File: src/rtl/vmem_sequencer.sv
// Memory-stage sequencer: turns scalar/vector load-store requests into word beats on a
// ready/valid data-memory port, stalling the pipeline until the final beat completes.
module vmem_sequencer #(
  parameter int LANES  = 8,
  parameter int DATA_W = 32,
  parameter int ADDR_W = 32
) (
  input  logic                      clk,
  input  logic                      reset,
  input  logic                      memwriteM,
  input  logic                      memtoregM,
  input  logic                      memdataM,
  input  logic [ADDR_W-1:0]         addrM,
  input  logic [DATA_W-1:0]         wdataM,
  input  logic [LANES*DATA_W-1:0]   vwdataM,
  output logic                      stallM,
  output logic                      mem_req,
  output logic                      mem_we,
  output logic [ADDR_W-1:0]         mem_addr,
  output logic [DATA_W-1:0]         mem_wdata,
  input  logic                      mem_ready,
  input  logic [DATA_W-1:0]         mem_rdata,
  output logic [DATA_W-1:0]         rdataM,
  output logic [LANES*DATA_W-1:0]   vrdataM,
  output logic                      doneM
);

  localparam int LaneW = $clog2(LANES);

  typedef enum logic [1:0] {
    IDLE = 2'd0,
    BUSY = 2'd1,
    DONE = 2'd2
  } state_t;

  state_t                    stateQ;
  state_t                    stateD;
  logic                      vecQ;
  logic [LANES*DATA_W-1:0]   vwdataQ;
  logic [LaneW-1:0]          laneQ;
  logic [LaneW-1:0]          laneNext;
  logic                      memReqQ;
  logic                      memWeQ;
  logic [ADDR_W-1:0]         memAddrQ;
  logic [DATA_W-1:0]         memWdataQ;
  logic                      req;
  logic                      accept;
  logic                      beatDone;
  logic                      lastBeat;

  assign req      = memwriteM | memtoregM;
  assign laneNext = laneQ + LaneW'(1);
  assign lastBeat = !vecQ || (laneQ == LaneW'(LANES - 1));
  assign beatDone = (stateQ == BUSY) && mem_ready;

  assign mem_req   = memReqQ;
  assign mem_we    = memWeQ;
  assign mem_addr  = memAddrQ;
  assign mem_wdata = memWdataQ;

  // State register
  always_ff @(posedge clk or negedge reset) begin
    if (!reset) begin
      stateQ <= IDLE;
    end else begin
      stateQ <= stateD;
    end
  end

  // Next-state, stall and completion decode
  always_comb begin
    stateD = stateQ;
    stallM = 1'b0;
    doneM  = 1'b0;
    accept = 1'b0;
    case (stateQ)
      IDLE: begin
        if (req) begin
          // nothing stalls while reset is held, even with a request pending
          stallM = reset;
          accept = 1'b1;
          stateD = BUSY;
        end else begin
          stateD = IDLE;
        end
      end
      BUSY: begin
        stallM = 1'b1;
        if (mem_ready && lastBeat) begin
          stateD = DONE;
        end else begin
          stateD = BUSY;
        end
      end
      DONE: begin
        doneM  = 1'b1;
        stateD = IDLE;
      end
      default: begin
        stateD = IDLE;
      end
    endcase
  end

  // Command latch, beat sequencing and read-data capture
  always_ff @(posedge clk or negedge reset) begin
    if (!reset) begin
      vecQ      <= 1'b0;
      vwdataQ   <= '0;
      laneQ     <= '0;
      memReqQ   <= 1'b0;
      memWeQ    <= 1'b0;
      memAddrQ  <= '0;
      memWdataQ <= '0;
      rdataM    <= '0;
      vrdataM   <= '0;
    end else if (accept) begin
      vecQ      <= memdataM;
      vwdataQ   <= vwdataM;
      laneQ     <= '0;
      memReqQ   <= 1'b1;
      memWeQ    <= memwriteM;
      memAddrQ  <= addrM;
      memWdataQ <= memdataM ? vwdataM[DATA_W-1:0] : wdataM;
    end else if (beatDone) begin
      if (!memWeQ) begin
        if (vecQ) begin
          vrdataM[int'(laneQ)*DATA_W +: DATA_W] <= mem_rdata;
        end else begin
          rdataM <= mem_rdata;
        end
      end
      if (lastBeat) begin
        memReqQ <= 1'b0;
        memWeQ  <= 1'b0;
      end else begin
        // address and lane data advance only on an accepted beat
        laneQ     <= laneNext;
        memAddrQ  <= memAddrQ + ADDR_W'(32'd4);
        memWdataQ <= vwdataQ[int'(laneNext)*DATA_W +: DATA_W];
      end
    end
  end

endmodule

File: config.mk
export PLATFORM = sky130hd
export DESIGN_NAME = vmem_sequencer
export DESIGN_NICKNAME = d
export VERILOG_FILES = /design/src/rtl/vmem_sequencer.sv
export SDC_FILE = /design/constraint.sdc
export NUM_CORES = 1
export LEC_CHECK = 0
export ABC_AREA = 1
export CAP_MARGIN = 20
export CORE_ASPECT_RATIO = 0.75
export CORE_MARGIN = 4
export CORE_UTILIZATION = 35
export DETAILED_ROUTE_END_ITERATION = 16
export REMOVE_ABC_BUFFERS = 1
export SYNTH_ARGS = -nofsm -noshare
export SYNTH_HDL_FRONTEND = slang
export SYNTH_SLANG_ARGS = --single-unit
File: constraint.sdc
create_clock -name clk -period 5.5 [get_ports clk]
set_clock_uncertainty 0.2 [all_clocks]
set_input_delay 0.55 -clock clk [delete_from_list [all_inputs] [get_ports clk]]
set_output_delay 0.55 -clock clk [all_outputs]
set_load 0.05 [all_outputs]
==> insert_results.sql <==
INSERT INTO impl_metrics (metric_group, metric, value, unit) VALUES
('timing', 'setup_repair_after_global_routing_missed_its_margin', 'false', ''),
('layout', 'share_of_cells_above_drive_strength_1', '0.06720', ''),
('global_routing', 'globalRoute.totalOverflow', '0', ''),
('route', 'drt_drc_violations_left', '0', ''),
('clocking', 'tritoncts_sinks', '616', ''),
('logic_synthesis', 'yosysWarnings', '0', ''),
('place', 'half_perimeter_wire_length_after_placement', '76970', 'µm'),
('timing', 'hold_viol_final', '0', ''),
('floorplanning', 'floorplan.die_area', '86770', 'µm²'),
('critical_path', 'max_stage_delay', '0.69', 'ns'),
('floorplanning', 'boundaryPins', '714', ''),
('timing', 'slew_viol_final', '0', ''),
('clocking', 'cts_inserted_buffers', '67', ''),
('route', 'wl_per_cell', '20.69', 'µm'),
('clocking', 'ctsHtreeMaxLevel', '3', ''),
('timing', 'final.period_utilization', '0.6665', ''),
('route', 'routedLengthMet1', '45830', 'µm'),
('layout', 'finalInstanceArea', '38800', 'µm²'),
('critical_path', 'worstPathMaxFanout', '64', ''),
('route', 'routed.top_layer', 'met5', ''),
('logic_synthesis', 'syn_area', '28730', 'µm²'),
('power', 'vdd_drop_max', '429.5', 'µV'),
('logic_synthesis', 'ys_seq_elements', '616', ''),
('timing', 'max_slew.worst_pin.slew', '1.030', 'ns'),
('layout', 'ff_latch_area', '15420', 'µm²'),
('logic_synthesis', 'predominant_post_synthesis_flop_cell', 'sky130_fd_sc_hd__dfrtp_1', ''),
('critical_path', 'timing.setup.critical_path_class', 'reg -> reg', ''),
('global_routing', 'grt_first_pass_wirelength', '163500', 'µm'),
('hold_path', 'worstHoldPathType', 'in -> async', ''),
('route', 'routed_met2_length', '52220', 'µm'),
('critical_path', 'worst-r2r-cell-count', '6', ''),
('global_routing', 'antenna_violations_before_repair', '32', ''),
('layout', 'synthToLayoutAreaGrowth', '35.07', '%'),
('logic_synthesis', 'synthesis.instances', '3584', ''),
('critical_path', 'timing.rr.start', 'laneQ[0]$_DFFE_PN0P_', ''),
('floorplanning', 'core-area', '80850', 'µm²'),
('route', 'dr_total_vias', '26090', ''),
('place', 'io_buffer_count', '713', ''),
('route', 'detailroute.wirelength.met3', '8735', 'µm'),
('timing', 'setup_viol', '0', ''),
('critical_path', 'setup.worst_path.start_class', 'flip-flop', ''),
('place', 'place.gp.congestion', '0.8735', ''),
('place', 'detailed_place.area', '36510', 'µm²'),
('critical_path', 'critical-path-top-delay-family', 'adder cells', ''),
('logic_synthesis', 'ys_async_sr_fraction', '1.000', ''),
('floorplanning', 'dieHeight', '256.1', 'µm'),
('critical_path', 'timing.critical_path.mode_cell', 'sky130_fd_sc_hd__ha_4', ''),
('logic_synthesis', 'synth_seq_area_share', '0.5366', ''),
('outcome', 'outcome', 'completed', ''),
('floorplanning', 'die_span_x', '338.8', 'µm'),
('route', 'drt-total-wl', '109800', 'µm'),
('critical_path', 'critPathRequiredTime', '5.79', 'ns'),
('global_routing', 'largest_net_degree_at_the_start_of_global_routing', '164', ''),
('timing', 'fin_worst_hold_slack', '0.2050', 'ns'),
('clocking', 'clk_transition_reported_paths', '0.06', 'ns'),
('clocking', 'worstSkewPairLatency', '0.61', 'ns'),
('power', 'power', '0.02175', 'W'),
('timing', 'timing.slew.headroom', '0.3136', ''),
('critical_path', 'cp.buffers_inverters', '2', ''),
('power', 'leakage_power', '17.88', 'nW'),
('power', 'power_per_cell_area', '560.7', 'nW/µm²'),
('logic_synthesis', 'synth.lib_cells_used.distinct', '39', ''),
('layout', 'fillerInstances', '7930', ''),
('run', 'cap_violations', '0', ''),
('global_routing', 'grt_usage', '0.2466', ''),
('clocking', 'cts_tree', 'built', ''),
('layout', 'multiInputGateArea', '11080', 'µm²'),
('critical_path', 'reg2reg_setup_slack', '1.83', 'ns'),
('floorplanning', 'num_rows', '90', ''),
('critical_path', 'crit_path_end_kind', 'flip-flop', ''),
('critical_path', 'crit_chain', 'inv_2 > ha_4 > ha_4 > buf_4 > nand3_4 > o21ai_1', '');
## power breakdown
part / total [W] / internal, W / switching [W]
sequential: 0.00677 / 0.00597 / 0.000796
combinational: 0.0104 / 0.00300 / 0.00737
clock: 0.00461 / 0.00267 / 0.00193
## registers in the layout (all words and copies together) (netlist names)
register and cells:
mem_wdata 32, mem_we 1, vrdataM 256, rdataM 32, vwdataQ 256, vecQ 1
stateQ 2, laneQ 3, mem_req 1, mem_addr 32
## metrics by stage
step           TNS [ns]  std cells    util  setup slack [ns]
6_report              0       5305  0.4799             1.834
5_1_grt               0       5303  0.4798             1.645
4_1_cts               0       5284  0.4792             1.808
3_5_place_dp          0       5161  0.4516             1.743
3_3_place_gp          0       5161  0.4516             1.848
2_1_floorplan  -1529.52       3359       -            -4.159
## worst max path at each step
stage	slack, ns	to	depth (start not counted)	from
global placement	1.85	vrdataM[66]$_DFFE_PN0P_	8	memwriteM
global route	1.64	vrdataM[106]$_DFFE_PN0P_	8	laneQ[0]$_DFFE_PN0P_
CTS	1.81	vrdataM[106]$_DFFE_PN0P_	8	laneQ[0]$_DFFE_PN0P_
detailed placement	1.74	vrdataM[20]$_DFFE_PN0P_	8	memwriteM
floorplan	-4.16	vrdataM[227]$_DFFE_PN0P_	8	laneQ[0]$_DFFE_PN0P_
finish	1.83	vrdataM[84]$_DFFE_PN0P_	6	laneQ[0]$_DFFE_PN0P_
## final cells by class
class / instances / area share
diodes: 21 / 0.001354
clock buffers: 107 / 0.05308
clock inverters: 15 / 0.004192
inverters: 324 / 0.03160
multi-input cells: 2419 / 0.2857
flip-flops and latches: 616 / 0.3974
well taps: 1058 / 0.03412
repair buffers: 745 / 0.1926
## metal layers
metal,up-vias,GRT usage
li1,12560,-
met5,-,0
met4,24,0.08363
met3,170,0.07591
met1,12470,0.3138
met2,858,0.4004
## cell usage in the layout, fill, tap and decap left out, drive strengths merged, types with 2 or more instances in the layout
master         instances
clkinv                 9
inv                  328
o22ai                  2
bufinv                 2
buf                   32
o211ai               100
a211oi                 2
nand3                156
dfrtp                616
ha                     6
nor3                   3
clkdlybuf4s50        712
o21ai                486
nor2                 174
a21oi                 72
a22oi                  2
diode                 21
nand4                 14
nand2               1392
nand3b                 3
clkbuf               107
o21bai                 2
## worst register-to-register path, stage by stage, from the launching register on
cell and delay [ns]:
sky130_fd_sc_hd__dfrtp_4 0.59, sky130_fd_sc_hd__inv_2 0.17, sky130_fd_sc_hd__ha_4 0.20, sky130_fd_sc_hd__ha_4 0.59
sky130_fd_sc_hd__buf_4 0.63, sky130_fd_sc_hd__nand3_4 0.70, sky130_fd_sc_hd__o21ai_1 0.46
## synthesized netlist by cell type (14+ instances only)
cell type | n | area (µm²)
sky130_fd_sc_hd__nand2_1 | 1363 | 5116
sky130_fd_sc_hd__dfrtp_1 | 616 | 15410
sky130_fd_sc_hd__inv_1 | 319 | 1197
sky130_fd_sc_hd__o21ai_1 | 244 | 1221
sky130_fd_sc_hd__o21ai_0 | 210 | 1051
sky130_fd_sc_hd__nand3_1 | 150 | 750.7
sky130_fd_sc_hd__nor2_1 | 139 | 521.8
sky130_fd_sc_hd__buf_2 | 105 | 525.5
sky130_fd_sc_hd__o211ai_1 | 100 | 750.7
sky130_fd_sc_hd__clkbuf_1 | 89 | 334.1
sky130_fd_sc_hd__a21oi_1 | 40 | 200.2
sky130_fd_sc_hd__a21oi_2 | 32 | 280.3
sky130_fd_sc_hd__nor2_2 | 32 | 200.2
sky130_fd_sc_hd__o21ai_2 | 32 | 280.3
sky130_fd_sc_hd__nand2_2 | 25 | 156.4
sky130_fd_sc_hd__buf_1 | 17 | 63.81
sky130_fd_sc_hd__nand4_1 | 14 | 87.58
## timing repair
action	CTS	global route
buffers inserted	0	0
setup endpoints to repair	0	0
resized for setup	0	0
hold endpoints to repair	33	0
hold buffers	1	0
## kinds of logic after synthesis
kind of cell | after synthesis | synth area share
simple gates | 1743 | 0.2459
xor+xnor | 2 | 0.0006099
fa+ha+maj | 6 | 0.002613
flops | 616 | 0.5366
compound gates | 668 | 0.1343
buf+inv | 549 | 0.07997
Power figures use the tool's default switching activity.
